<file path="config.mk">
export PLATFORM = sky130hd
export DESIGN_NAME = uart_tx_sched
export DESIGN_NICKNAME = d
export VERILOG_FILES = /design/src/rtl/uart_pkg.sv /design/src/rtl/uart_brg.sv /design/src/rtl/uart_tx_sched.sv
export SDC_FILE = /design/constraint.sdc
export NUM_CORES = 1
export LEC_CHECK = 0
export CORE_ASPECT_RATIO = 1.5
export CORE_MARGIN = 8
export CORE_UTILIZATION = 50
export DETAILED_ROUTE_END_ITERATION = 8
export PLACE_DENSITY = 0.83
export SLEW_MARGIN = 20
export SYNTH_ARGS = -nofsm -noshare
export SYNTH_HDL_FRONTEND = slang
export SYNTH_SLANG_ARGS = --single-unit
export TNS_END_PERCENT = 10
</file>
<file path="constraint.sdc">
create_clock -name clk_i -period 2.56 [get_ports clk_i]
set_input_delay 0.768 -clock clk_i [delete_from_list [all_inputs] [get_ports clk_i]]
set_output_delay 0.768 -clock clk_i [all_outputs]
set_load 0.03 [all_outputs]
</file>
<file path="src/rtl/uart_pkg.sv">
// Shared UART scheduler definitions: FSM state encoding, busy-handshake
// timeout and the default baud-strobe divider.
package uart_pkg;

  typedef enum logic [1:0] {
    ST_IDLE      = 2'd0,
    ST_ISSUE     = 2'd1,
    ST_WAIT_BUSY = 2'd2,
    ST_WAIT_DONE = 2'd3
  } tx_state_t;

  // Cycles WAIT_BUSY waits for the serializer to raise busy before giving up.
  localparam int unsigned UART_BUSY_TIMEOUT = 2;

  // System clocks per 16x-oversample baud strobe.
  localparam int unsigned UART_BRG_DIV_DEFAULT = 4;

endpackage

</file>
<file path="src/rtl/uart_brg.sv">
// Free-running baud strobe generator: counts 0..BRG_DIV-1 and pulses stb_o
// while the counter sits at BRG_DIV-1.
// Ports:
//   clk_i  system clock
//   rst_i  synchronous active-high reset (counter and strobe to 0)
//   stb_o  registered one-cycle strobe every BRG_DIV clocks
module uart_brg
  import uart_pkg::*;
#(
  parameter int unsigned BRG_DIV = UART_BRG_DIV_DEFAULT
) (
  input  logic clk_i,
  input  logic rst_i,
  output logic stb_o
);

  localparam int unsigned CNT_W = (BRG_DIV > 2) ? $clog2(BRG_DIV) : 1;
  localparam logic [CNT_W-1:0] CNT_LAST = CNT_W'(BRG_DIV - 1);

  logic [CNT_W-1:0] cnt;
  logic [CNT_W-1:0] cnt_n;

  // Wrap-around counter next value.
  always_comb begin
    cnt_n = cnt + CNT_W'(1);
    if (cnt == CNT_LAST) begin
      cnt_n = '0;
    end
  end

  // Strobe is registered from the next count so it is high in the cycle the
  // counter equals CNT_LAST.
  always_ff @(posedge clk_i) begin
    if (rst_i) begin
      cnt   <= '0;
      stb_o <= 1'b0;
    end else begin
      cnt   <= cnt_n;
      stb_o <= (cnt_n == CNT_LAST);
    end
  end

endmodule

</file>
<file path="src/rtl/uart_tx_sched.sv">
// Shares one UART_TX serializer among NUM_REQ byte producers. Each requester
// owns a one-byte holding register; the serializer is granted round-robin and
// the we/busy handshake of UART_TX is sequenced by a four-state FSM.
// Ports:
//   clk_i, rst_i   clock, synchronous active-high reset
//   stb_i, din_i   per-requester write strobe and byte (req k: din_i[8k+7:8k])
//   full_o         holding register k occupied
//   ovr_o          one-cycle pulse when a strobe hits a full register
//   grant_o        one-hot owner of the current or most recent transfer
//   idle_o         FSM idle and all holding registers empty
//   tx_we_o, tx_din_o, tx_busy_i   UART_TX handshake
//   brg_stb_o      16x-oversample baud strobe for UART_TX
module uart_tx_sched
  import uart_pkg::*;
#(
  parameter int unsigned NUM_REQ = 2,
  parameter int unsigned BRG_DIV = UART_BRG_DIV_DEFAULT
) (
  input  logic                 clk_i,
  input  logic                 rst_i,
  input  logic [NUM_REQ-1:0]   stb_i,
  input  logic [8*NUM_REQ-1:0] din_i,
  output logic [NUM_REQ-1:0]   full_o,
  output logic [NUM_REQ-1:0]   ovr_o,
  output logic [NUM_REQ-1:0]   grant_o,
  output logic                 idle_o,
  output logic                 tx_we_o,
  output logic [7:0]           tx_din_o,
  input  logic                 tx_busy_i,
  output logic                 brg_stb_o
);

  localparam int unsigned RR_W = $clog2(NUM_REQ);
  localparam int unsigned TO_W = (UART_BUSY_TIMEOUT > 2) ? $clog2(UART_BUSY_TIMEOUT) : 1;
  localparam logic [TO_W-1:0] TO_LAST = TO_W'(UART_BUSY_TIMEOUT - 1);

  tx_state_t          state, state_n;
  logic [RR_W-1:0]    rr, rr_n;
  logic [TO_W-1:0]    tmo_cnt, tmo_n;
  logic [7:0]         hold [NUM_REQ];
  logic [NUM_REQ-1:0] accept;
  logic [NUM_REQ-1:0] full_n, ovr_n, grant_n;
  logic               idle_n, tx_we_n;
  logic [7:0]         tx_din_n;
  logic [RR_W-1:0]    pick_idx;
  logic               pick_vld;

  // Baud strobe runs independently of the scheduler.
  uart_brg #(
    .BRG_DIV (BRG_DIV)
  ) u_brg (
    .clk_i (clk_i),
    .rst_i (rst_i),
    .stb_o (brg_stb_o)
  );

  // Round-robin pick: first occupied register searching upward from rr.
  always_comb begin
    int unsigned cand;
    cand     = 0;
    pick_vld = 1'b0;
    pick_idx = '0;
    for (int unsigned i = 0; i < NUM_REQ; i++) begin
      cand = 32'(rr) + i;
      if (cand >= NUM_REQ) begin
        cand = cand - NUM_REQ;
      end
      if (!pick_vld && full_o[RR_W'(cand)]) begin
        pick_vld = 1'b1;
        pick_idx = RR_W'(cand);
      end
    end
  end

  // Next-state and next-output logic.
  always_comb begin
    int unsigned rr_next;
    state_n  = state;
    rr_n     = rr;
    tmo_n    = tmo_cnt;
    grant_n  = grant_o;
    tx_din_n = tx_din_o;
    tx_we_n  = 1'b0;
    rr_next  = 0;
    // A strobe on a full register (including the owner during ISSUE) is dropped.
    accept   = stb_i & ~full_o;
    ovr_n    = stb_i & full_o;
    full_n   = full_o | accept;

    case (state)
      ST_IDLE: begin
        // Serializer has no reset, so wait until it is quiet before issuing.
        if (pick_vld && !tx_busy_i) begin
          state_n  = ST_ISSUE;
          grant_n  = NUM_REQ'(1) << pick_idx;
          tx_din_n = hold[pick_idx];
          tx_we_n  = 1'b1;
          rr_next  = 32'(pick_idx) + 1;
          if (rr_next >= NUM_REQ) begin
            rr_next = 0;
          end
          rr_n = RR_W'(rr_next);
        end
      end
      ST_ISSUE: begin
        full_n  = full_n & ~grant_o;
        tmo_n   = '0;
        state_n = ST_WAIT_BUSY;
      end
      ST_WAIT_BUSY: begin
        // A serializer that never raises busy is treated as having sent the byte.
        if (tx_busy_i) begin
          state_n = ST_WAIT_DONE;
        end else if (tmo_cnt == TO_LAST) begin
          state_n = ST_IDLE;
        end else begin
          tmo_n = tmo_cnt + TO_W'(1);
        end
      end
      ST_WAIT_DONE: begin
        if (!tx_busy_i) begin
          state_n = ST_IDLE;
        end
      end
      default: begin
        state_n = ST_IDLE;
      end
    endcase

    idle_n = (state_n == ST_IDLE) && !(|full_n);
  end

  // State and registered outputs.
  always_ff @(posedge clk_i) begin
    if (rst_i) begin
      state    <= ST_IDLE;
      rr       <= '0;
      tmo_cnt  <= '0;
      full_o   <= '0;
      ovr_o    <= '0;
      grant_o  <= '0;
      idle_o   <= 1'b0;
      tx_we_o  <= 1'b0;
      tx_din_o <= '0;
    end else begin
      state    <= state_n;
      rr       <= rr_n;
      tmo_cnt  <= tmo_n;
      full_o   <= full_n;
      ovr_o    <= ovr_n;
      grant_o  <= grant_n;
      idle_o   <= idle_n;
      tx_we_o  <= tx_we_n;
      tx_din_o <= tx_din_n;
    end
  end

  // Holding data; occupancy is tracked by full_o, so the data needs no reset.
  always_ff @(posedge clk_i) begin
    for (int k = 0; k < NUM_REQ; k++) begin
      if (accept[k]) begin
        hold[k] <= din_i[8*k +: 8];
      end
    end
  end

endmodule

</file>
# --- Word-level counts from Yosys, hierarchy flattened ---
# Memories as Yosys holds them, arrays and structs flattened. A register that Yosys moved wholly into a read port is not among the register bits.
# Cells that the tools add are included.
word_totals:
  register_bits: 15
  mem_bits_rw: 16
  in_bits: 21
  output_inout_bits: 17
  elab_cells: 75
  mem_count: 1
mem_list:
  columns: ["memory", "words", "word_bits", "rd", "rd_ports_with_merged_regs", "wr", "line", "source"]
  rows:
  - ["hold", 2, 8, 1, 1, 2, "uart_tx_sched.sv:40", "logic [7:0] hold [NUM_REQ];"]
classes:
  n_addsub: 6
  magnitude_cmp: 5
  eq_ne: 6
  shift: 1
  n_mux: 26
  bitwise_logic: 7
  reduce_logical: 13
op_table:
  columns: ["cell", "count"]
  rows:
  - ["$mux W1", 18]
  - ["$mux W2", 6]
  - ["$eq A2 B2 Y1 const B", 4]
  - ["$pmux W2 S4", 1]
  - ["$and A2 B2 Y2", 3]
  - ["$add A1 B1 Y2 const B", 2]
  - ["$ge A2 B2 Y1 const B", 2]
  - ["$logic_not A2 Y1", 2]
  - ["$lt A1 B2 Y1 const B", 2]
  - ["$not A2 Y2", 2]
  - ["$reduce_and A2 Y1", 2]
  - ["$reduce_or A2 Y1", 2]
  - ["$logic_and A1 B1 Y1", 3]
  - ["$logic_not A1 Y1", 3]
  - ["$add A2 B1 Y2 const B", 1]
  - ["$eq A2 B1 Y1 const B", 1]
  - ["$ge A1 B2 Y1 const B", 1]
  - ["$ne A2 B2 Y1 const B", 1]
  - ["$or A2 B2 Y2", 1]
  - ["$pmux W1 S2", 1]
  - ["$reduce_bool A2 Y1", 1]
  - ["$shl A1 B1 Y2 const A", 1]
  - ["$sub A1 B1 Y1 const B", 2]
  - ["$add A1 B1 Y1 const B", 1]
  - ["$not A1 Y1", 1]

# --- Longest topological paths before layout ---
# Gate-level depths: netlist of the first run.
logic_depth:
  word_depth: 13
  mapped_depth: 5
  ltp_nobuf: 3

# --- Cells and area by module ---
# Synthesis of the first run repeated with hierarchy kept, for this count alone.
hier_totals:
  cells_unflattened: 119
  area_unflattened_um2: 1380.1
modules_own_cells:
  columns: ["mod", "n_inst", "cells_per_inst", "area_per_inst_um2", "seq_area_each_um2"]
  rows:
  - ["uart_tx_sched", 1, 110, 1271.2, 860.8]
  - ["uart_brg", 1, 9, 108.9, 60.1]

# --- Worst setup path after synthesis of the first run ---
# Ideal clock, no wire load.
synth_path:
  kind: "input -> register"
  from: "input port tx_busy_i"
  to: "register tx_din_o[0], read port of hold"
  setup_time_ns: 0.134
  arrival_ns: 1.696
  t_required_ns: 2.426
  setup_slack_ns: 0.731
  cell_stages: 5
  path_buffers: 2
  path_cell_list: "or3_1 -> clkbuf_2 -> buf_2 -> nor4_1 -> nor4_1"
synth_between:
  elab_chain_cells: 3
synth_rtl:
  columns: ["item", "line", "source"]
  rows:
  - ["start: declaration", "uart_tx_sched.sv:29", "input logic tx_busy_i,"]
  - ["$logic_not A1 Y1", null, null]
  - ["$logic_and A1 B1 Y1", "uart_tx_sched.sv:93", "if (pick_vld && !tx_busy_i) begin"]
  - ["$reduce_and A2 Y1 (no source line)", null, null]
  - ["end: declaration", "uart_tx_sched.sv:28", "output logic [7:0] tx_din_o,"]
# Every way passes these cells.
# A chain may end at the register's enable or synchronous reset.

# --- Worst setup path in the final report of the first run ---
layout_path:
  from: "register full_o[0]"
  to: "output port full_o[0]"
layout_rtl:
  columns: ["item", "line", "source"]
  rows:
  - ["start: declaration", "uart_tx_sched.sv:23", "output logic [NUM_REQ-1:0] full_o,"]
  - ["start signal: assignment", "uart_tx_sched.sv:149", "full_o <= full_n;"]
# No word-level cell between the ends.

==> results of run 1 <==
area by class of cell:
| cell class | count | area, um2 | share of cell area (%) |
|---|---|---|---|
| clock buffer | 5 | 68.8 | 3.62 |
| clock inverter | 3 | 45.0 | 2.37 |
| multi-input combinational | 69 | 402 | 21.1 |
| timing repair buffer | 42 | 408 | 21.4 |
| tap | 37 | 46.3 | 2.43 |
| inverter | 3 | 11.3 | 0.592 |
| sequential | 38 | 921 | 48.4 |
sequential cells by signal, summed over array words and instances (netlist names):
name	cells
hold	16
tx_din_o	8
full_o	2
ovr_o	2
state	2
u_brg.cnt	2
grant_o	1
idle_o	1
rr	1
tmo_cnt	1
tx_we_o	1
u_brg.stb_o	1
per-layer routing:
metal | wire, um | vias to the layer above | track usage, %
met2 | 1590 | 44 | 24.7
met3 | 243 | 6 | 6.87
met5 | 0 | - | 0
met4 | 72 | 0 | 7.93
li1 | - | 518 | -
met1 | 1040 | 493 | 12.3
synth_stat cells:
cell       number
a211oi_1        2
a21bo_2         1
a21oi_1        13
a311oi_1        1
and4b_1         1
buf_2           2
buf_4           1
clkbuf_1        5
clkbuf_2        1
clkinv_1        1
dfxtp_1        22
edfxtp_1       16
ha_1            2
inv_1           2
nand2_1         5
nand2b_1        1
nor2_1          8
nor2b_1         5
nor3_1          9
nor4_1         14
o21ai_0         1
o21bai_1        1
o2bb2ai_1       1
o32ai_1         1
or2_2           1
or3_1           2
cells by family after synthesis:
kind of cell	Yosys count	share of synthesized area, %
AND/OR/NAND/NOR	46	18.0
adder cells (fa/ha/maj)	2	1.82
buffers and inverters	12	3.82
AO/OA/AOI/OAI	21	9.37
flip-flops	38	67.0
cell usage in the layout, fill, tap and decap left out, types with 2 or more instances in the layout:
cell | synthesis | layout
a21oi_1 | 13 | 13
buf_4 | 1 | 5
clkbuf_8 | 0 | 5
nor2_1 | 8 | 8
ha_1 | 2 | 2
nor3_1 | 9 | 9
or3_1 | 2 | 2
dfxtp_1 | 22 | 22
nor2b_1 | 5 | 5
inv_1 | 2 | 2
clkdlybuf4s50_1 | 0 | 37
a211oi_1 | 2 | 2
nor4_1 | 14 | 14
edfxtp_1 | 16 | 16
nand2_1 | 5 | 5
clkinvlp_4 | 0 | 2
per-stage QoR:
step	setup slack (ns)	hold slack [ns]	instance area, um2	total power [mW]
global placement	0.207	0.437	1790	0.928
detailed placement	0.128	0.457	1790	0.936
CTS	0.289	0.473	1900	1.43
global route	0.253	0.497	1900	1.48
finish	0.310	0.460	1900	1.42
floorplan	0.731	0.428	1380	0.835
report_power, final:
part / leakage [nW] / switching, mW / internal [mW]
Sequential: 0.333 / 0.0262 / 0.677
Combinational: 0.286 / 0.118 / 0.100
Clock: 0.0504 / 0.207 / 0.289
worst paths after layout:
kind / end / slack, ns / from / depth (start not counted)
setup reg to reg: tx_din_o[6] / 1.05 / full_o[0] / 3
hold reg to reg: u_brg.cnt[0] / 0.46 / u_brg.cnt[0] / 1
setup / recovery: full_o[0] / 0.31 / full_o[0] / 1
hold / removal: u_brg.cnt[0] / 0.46 / u_brg.cnt[0] / 1
==> impl_metrics.env, run 1 <==
export IMPL_yosysWarningCount=0
export IMPL_crit_type="flop to output port"
export IMPL_slew_headroom_pct=62.4
export IMPL_placed_cells=189
export IMPL_synth_area_um2=1380
export IMPL_vias=1061
export IMPL_postLayoutCoreUtil_pct=71.8
export IMPL_skew_ns=0.00462
export IMPL_crit_path_max_fanout=9
export IMPL_hold_viol_final=0
export IMPL_core_area_um2=2650
export IMPL_viasPerCell=5.39
export IMPL_worst_slew_pin_slew_ns=0.564
export IMPL_cts_setup_buffers=0
export IMPL_clockBufferDepth=2
export IMPL_cts_buffers=5
export IMPL_critPathArrivalTime_ns=1.48
export IMPL_ir_drop_uv=591
export IMPL_max_freq_mhz=445
export IMPL_antenna_cells=0
export IMPL_syn_num_nets=142
export IMPL_clockRootBuffer="clkbuf_8"
export IMPL_drtIter0Drc=31
export IMPL_grt_pass1_wl_um=4830
export IMPL_synth_top_area_share_pct=34.9
export IMPL_dieArea_um2=4720
export IMPL_ys_seq_area_share_pct=67.0
export IMPL_first_global_vias=1063
export IMPL_die_y_um=80.2
export IMPL_track_usage_pct=13.9
export IMPL_fin_tns_setup_ns=0
export IMPL_ys_types=26
export IMPL_routedWlPerCell_um=14.9
export IMPL_power_density_nw_per_um2=745
export IMPL_start_util_pct=51.9
export IMPL_leakage_nw=0.670
export IMPL_setup_viol=0
export IMPL_synth_seq_cells=38
export IMPL_start_kind="flop"
export IMPL_rows=23
export IMPL_cp_buffers_inverters=1
export IMPL_crit_family="buffers and inverters"
export IMPL_endpoint_kind="output port"
export IMPL_drc_errors=0
export IMPL_hpwl_um=2250
export IMPL_io_buffers=37
export IMPL_yosys_top_cells_area="edfxtp_1, dfxtp_1, nor4_1"
export IMPL_netlist_instances=119
export IMPL_syn_area_per_cell_um2=11.6
export IMPL_crit_chain="clkdlybuf4s50_1"
export IMPL_cts_hold_buf=0
export IMPL_gp_congestion=0.878
export IMPL_fillCellCount=218
export IMPL_post_route_period_util_pct=87.9
export IMPL_yosys_area_top_type="edfxtp_1"
export IMPL_die_w_um=58.8
export IMPL_final_antenna_net_count=0
export IMPL_grt_overflow=0
export IMPL_drive_gt1_share_pct=9.38
export IMPL_area_delta_synth_final_pct=38.3
export IMPL_cap_violations=0
export IMPL_htreeDepth=2
export IMPL_tritoncts="built"
export IMPL_ioPinCount=38
export IMPL_nets=182
export IMPL_wl_um=2940
export IMPL_first_pass_iters=4
export IMPL_worst_skew_pair_late_latency_ns=0.29
export IMPL_drv_slew=0
export IMPL_grt_max_degree=14
export IMPL_period_needed_ns=2.25
export IMPL_path_clk_slew_ns=0.07
export IMPL_status="completed"
export IMPL_hp_class="flop to flop"
export IMPL_antenna_found_initial=0
export IMPL_slowest_delay_ns=0.72
export IMPL_rsz0062_at_grt="no"
export IMPL_cts_sinks=38
export IMPL_ctsResizeCount=0
export IMPL_finalNonFillerCells=197
export IMPL_critical_path_required_ns=1.79
export IMPL_slowest_stage="clkdlybuf4s50_1"
(Power assumes the default switching activity.)
==> run 2: changes to the inputs <==
--- a/config.mk
+++ b/config.mk
@@ -6,7 +6,7 @@
 export NUM_CORES = 1
 export LEC_CHECK = 0
 export CORE_ASPECT_RATIO = 1.5
-export CORE_MARGIN = 8
+export CORE_MARGIN = 2
 export CORE_UTILIZATION = 50
 export DETAILED_ROUTE_END_ITERATION = 8
 export PLACE_DENSITY = 0.83
==> impl_metrics.env, run 2 (synthesis gave the netlist of run 1 again) <==
export IMPL_critical_path_required_ns=1.79
export IMPL_start_kind="flop"
export IMPL_ctsResizeCount=0
export IMPL_comb_power_share_pct=16.5
export IMPL_io_buffers=37
export IMPL_hp_class="flop to flop"
export IMPL_crit_path_max_fanout=8
export IMPL_hold_viol_final=0
export IMPL_die_y_um=68.2
export IMPL_tritoncts="built"
export IMPL_vias=1043
export IMPL_cap_violations=0
export IMPL_status="completed"
export IMPL_antenna_found_initial=0
export IMPL_routedWlPerCell_um=13.4
export IMPL_crit_family="buffers and inverters"
export IMPL_clockRootBuffer="clkbuf_8"
export IMPL_first_pass_iters=4
export IMPL_antenna_cells=0
export IMPL_setup_viol=0
export IMPL_power_switching_mw=0.326
export IMPL_die_w_um=46.8
export IMPL_path_clk_slew_ns=0.07
export IMPL_max_freq_mhz=442
export IMPL_cts_buffers=5
export IMPL_p_int_mw=0.969
export IMPL_largestRegisters="hold: 16 flops, tx_din_o: 8 flops"
export IMPL_ioPinCount=38
export IMPL_drv_slew=0
export IMPL_largest_reg_flops=16
export IMPL_endpoint_kind="output port"
export IMPL_nets=181
export IMPL_dieArea_um2=3190
export IMPL_cts_hold_buf=0
export IMPL_cts_setup_buffers=0
export IMPL_wl_um=2620
export IMPL_period_needed_ns=2.26
export IMPL_mostFrequentLayoutCell="clkdlybuf4s50_1"
export IMPL_grt_overflow=0
export IMPL_grt_pass1_wl_um=4220
export IMPL_slowest_stage="clkdlybuf4s50_1"
export IMPL_final_cell_mix="clkdlybuf4s50_1, dfxtp_1, edfxtp_1, nor4_1, a21oi_1"
export IMPL_postLayoutCoreUtil_pct=70.3
export IMPL_p_clk_share_pct=29.1
export IMPL_viasPerCell=5.32
export IMPL_crit_chain="clkdlybuf4s50_1"
export IMPL_worst_skew_pair_late_latency_ns=0.29
export IMPL_crit_type="flop to output port"
export IMPL_grt_max_degree=19
export IMPL_hpwl_um=1940
export IMPL_power_frac_seq_pct=54.4
export IMPL_skew_ns=0.00571
export IMPL_leakage_nw=0.654
export IMPL_finalPower_mw=1.29
export IMPL_rows=23
export IMPL_critPathArrivalTime_ns=1.50
export IMPL_drc_errors=0
export IMPL_htreeDepth=2
export IMPL_drive_gt1_share_pct=6.92
export IMPL_area_delta_synth_final_pct=35.3
export IMPL_start_util_pct=51.9
export IMPL_final_antenna_net_count=0
export IMPL_rsz0062_at_grt="no"
export IMPL_fin_tns_setup_ns=0
export IMPL_first_global_vias=983
export IMPL_post_route_period_util_pct=88.4
export IMPL_ir_drop_uv=441
export IMPL_power_density_nw_per_um2=696
export IMPL_track_usage_pct=19.6
export IMPL_slowest_delay_ns=0.73
export IMPL_core_area_um2=2650
export IMPL_cp_buffers_inverters=1
export IMPL_clockBufferDepth=2
export IMPL_drtIter0Drc=24
export IMPL_gp_congestion=0.800
export IMPL_worst_slew_pin_slew_ns=0.597
export IMPL_switching_share_pct=25.2
export IMPL_cts_sinks=38
export IMPL_registers_top_by_ff_count="hold"
export IMPL_slew_headroom_pct=60.1
[run 2: cell types whose count changed in the layout (fill, tap and decap cells not counted), sizes merged]
cell      change
buf           -1
clkinvlp      -2
bufinv        -1
clkbuf        +3
[run 2: path summary, 6_finish.rpt]
| check | start | endpoint | slack [ns] | depth (start not counted) |
|---|---|---|---|---|
| hold reg to reg | u_brg.cnt[0] | u_brg.cnt[0] | 0.46 | 1 |
| setup / recovery | full_o[1] | full_o[1] | 0.30 | 1 |
| hold / removal | u_brg.cnt[0] | u_brg.cnt[0] | 0.46 | 1 |
| setup reg to reg | state[0] | tx_din_o[3] | 1.03 | 3 |
[run 2: metrics by stage]
step                worst slack [ns]  hold slack (ns)  std cells  instance area, um2
floorplan                      0.731            0.428        119                1380
detailed placement            0.0694            0.449        188                1780
global route                   0.211            0.479        196                1860
finish                         0.296            0.458        196                1860
CTS                            0.291            0.457        196                1860
global placement               0.133            0.434        188                1780
[run 2: cell type report]
type | count | area (um2)
Sequential cell | 38 | 921
Clock buffer | 8 | 80.1
Tap cell | 37 | 46.3
Multi-Input combinational cell | 69 | 402
Timing Repair Buffer | 41 | 400
Inverter | 3 | 11.3
Fill cell | 203 | 787
[run 2: layer usage]
layer | track usage [%] | routed length [um] | vias to the layer above
li1 | - | - | 516
met1 | 20.8 | 967 | 479
met2 | 32.0 | 1430 | 41
met3 | 7.92 | 161 | 7
met4 | 11.1 | 66 | 0
met5 | 0 | 0 | -
[run 2: worst register-to-register path: cells and delay by family, from the launching register on]
kind,cells,cell delay (ns)
simple gates,3,1.04
flops,1,0.35
[run 2: power by group through the flow]
stage / logic (mW) / registers (mW) / clock network, mW
6_report: 0.214 / 0.704 / 0.377
5_1_grt: 0.232 / 0.708 / 0.414
4_1_cts: 0.215 / 0.704 / 0.388
3_5_place_dp: 0.215 / 0.717 / 0
3_3_place_gp: 0.208 / 0.715 / 0
2_1_floorplan: 0.0856 / 0.750 / 0
==> run 3: changes to the inputs <==
--- a/config.mk
+++ b/config.mk
@@ -5,11 +5,13 @@
 export SDC_FILE = /design/constraint.sdc
 export NUM_CORES = 1
 export LEC_CHECK = 0
+export CELL_PAD_IN_SITES_DETAIL_PLACEMENT = 1
+export CELL_PAD_IN_SITES_GLOBAL_PLACEMENT = 1
 export CORE_ASPECT_RATIO = 1.5
 export CORE_MARGIN = 2
-export CORE_UTILIZATION = 50
+export CORE_UTILIZATION = 39
 export DETAILED_ROUTE_END_ITERATION = 8
-export PLACE_DENSITY = 0.83
+export PLACE_DENSITY_LB_ADDON = 0.1
 export SLEW_MARGIN = 20
 export SYNTH_ARGS = -nofsm -noshare
 export SYNTH_HDL_FRONTEND = slang
==> impl_metrics.env, run 3 (synthesis gave the netlist of run 1 again) <==
export IMPL_hp_class="flop to flop"
export IMPL_ctsResizeCount=0
export IMPL_crit_type="flop to output port"
export IMPL_worst_slew_pin_slew_ns=0.582
export IMPL_final_area_um2=1880
export IMPL_postLayoutCoreUtil_pct=55.7
export IMPL_place_area_um2=1800
export IMPL_rsz0062_at_grt="no"
export IMPL_drtIter0Drc=19
export IMPL_crit_chain="clkdlybuf4s50_1"
export IMPL_registers_top_by_ff_count="hold"
export IMPL_leakage_nw=0.666
export IMPL_largestRegisters="hold: 16 flops, tx_din_o: 8 flops"
export IMPL_hold_ws_ns=0.473
export IMPL_cts_buffers=5
export IMPL_placed_cells=195
export IMPL_crit_family="buffers and inverters"
export IMPL_post_route_period_util_pct=87.7
export IMPL_grt_pass1_wl_um=4920
export IMPL_period_needed_ns=2.24
export IMPL_status="completed"
export IMPL_slew_headroom_pct=61.1
export IMPL_worst_slack_ns=0.316
export IMPL_nets=183
export IMPL_antenna_cells=0
export IMPL_skew_ns=0.00424
export IMPL_final_antenna_net_count=0
export IMPL_dp_slack_ns=0.220
export IMPL_final_cell_mix="clkdlybuf4s50_1, dfxtp_1, edfxtp_1, nor4_1, a21oi_1"
export IMPL_power_density_nw_per_um2=694
export IMPL_core_area_um2=3380
export IMPL_seqCellArea_um2=921
export IMPL_dieArea_um2=4030
export IMPL_rows=26
export IMPL_critPathArrivalTime_ns=1.48
export IMPL_r2r_start="full_o[0]"
export IMPL_mostFrequentLayoutCell="clkdlybuf4s50_1"
export IMPL_area_delta_synth_final_pct=36.9
export IMPL_first_global_vias=1096
export IMPL_start_kind="flop"
export IMPL_path_clk_slew_ns=0.07
export IMPL_drv_slew=0
export IMPL_max_freq_mhz=446
export IMPL_setup_viol=0
export IMPL_cts_hold_buf=0
export IMPL_largest_reg_flops=16
export IMPL_viasPerCell=5.18
export IMPL_hpwl_um=2100
export IMPL_routedWlPerCell_um=14.1
export IMPL_r2r_slack_ns=1.09
export IMPL_rr_endpoint="tx_din_o[6]"
export IMPL_crit_path_max_fanout=9
export IMPL_ioPinCount=38
export IMPL_clockRootBuffer="clkbuf_8"
export IMPL_ir_drop_uv=390
export IMPL_cap_violations=0
export IMPL_drive_gt1_share_pct=8.70
export IMPL_die_w_um=52.5
export IMPL_critical_path_required_ns=1.79
export IMPL_slowest_delay_ns=0.72
export IMPL_worst_skew_pair_late_latency_ns=0.28
export IMPL_gp_congestion=0.732
export IMPL_cp_buffers_inverters=1
export IMPL_whs_path_depth=1
export IMPL_fin_tns_setup_ns=0
export IMPL_vias=1051
export IMPL_grt_max_degree=23
export IMPL_slowest_stage="clkdlybuf4s50_1"
export IMPL_hold_viol_final=0
export IMPL_track_usage_pct=16.6
export IMPL_multi_input_area_um2=402
export IMPL_r2r_cells=3
export IMPL_cts_sinks=38
export IMPL_htreeDepth=2
export IMPL_finalPower_mw=1.31
export IMPL_die_y_um=76.7
export IMPL_min_from="u_brg.cnt[0]"
export IMPL_fillCellCount=384
export IMPL_endpoint_kind="output port"
export IMPL_drc_errors=0
export IMPL_tritoncts="built"
export IMPL_holdPathEnd="u_brg.cnt[0]"
export IMPL_wl_um=2870
export IMPL_start_util_pct=40.6
export IMPL_finalNonFillerCells=203
export IMPL_antenna_found_initial=0
export IMPL_cts_setup_buffers=0
export IMPL_io_buffers=37
export IMPL_grt_overflow=0
export IMPL_first_pass_iters=4
export IMPL_clockBufferDepth=2
[run 3: cell types whose count changed in the layout (fill, tap and decap cells not counted)]
cell      change
buf_4         +2
clkbuf_1      -2
clkinv_1      +1
clkinv_2      +1
[run 3: area by class of cell]
cell class	count	area share, %
well taps	42	2.79
multi-input cells	69	21.3
inverters	3	0.598
flip-flops and latches	38	48.9
repair buffers	43	22.1
clock inverters	2	0.465
clock buffers	6	3.85
[run 3: worst max-delay path by stage]
stage / startpoint / end / slack [ns] / cells after the start
final: full_o[0] / full_o[0] / 0.32 / 1
after global routing: full_o[0] / full_o[0] / 0.22 / 1
after CTS: full_o[0] / full_o[0] / 0.28 / 1
after detailed placement: tx_busy_i / tx_din_o[4] / 0.22 / 5
after global placement: tx_busy_i / tx_din_o[4] / 0.23 / 5
after floorplan: tx_busy_i / tx_din_o[0] / 0.73 / 5
[run 3: routing by layer]
layer  track usage [%]  share of wire [%]
met1              17.3                 39
met2              29.0                 55
met3              6.23                5.1
met4              6.15               0.59
met5                 0                  0
[run 3: where the power goes]
group / internal [mW] / leakage, nW / switching, mW / total [mW]
registers: 0.677 / 0.333 / 0.0270 / 0.704
clock network: 0.187 / 0.0426 / 0.194 / 0.381
logic: 0.103 / 0.290 / 0.118 / 0.221
total: 0.967 / 0.666 / 0.339 / 1.31
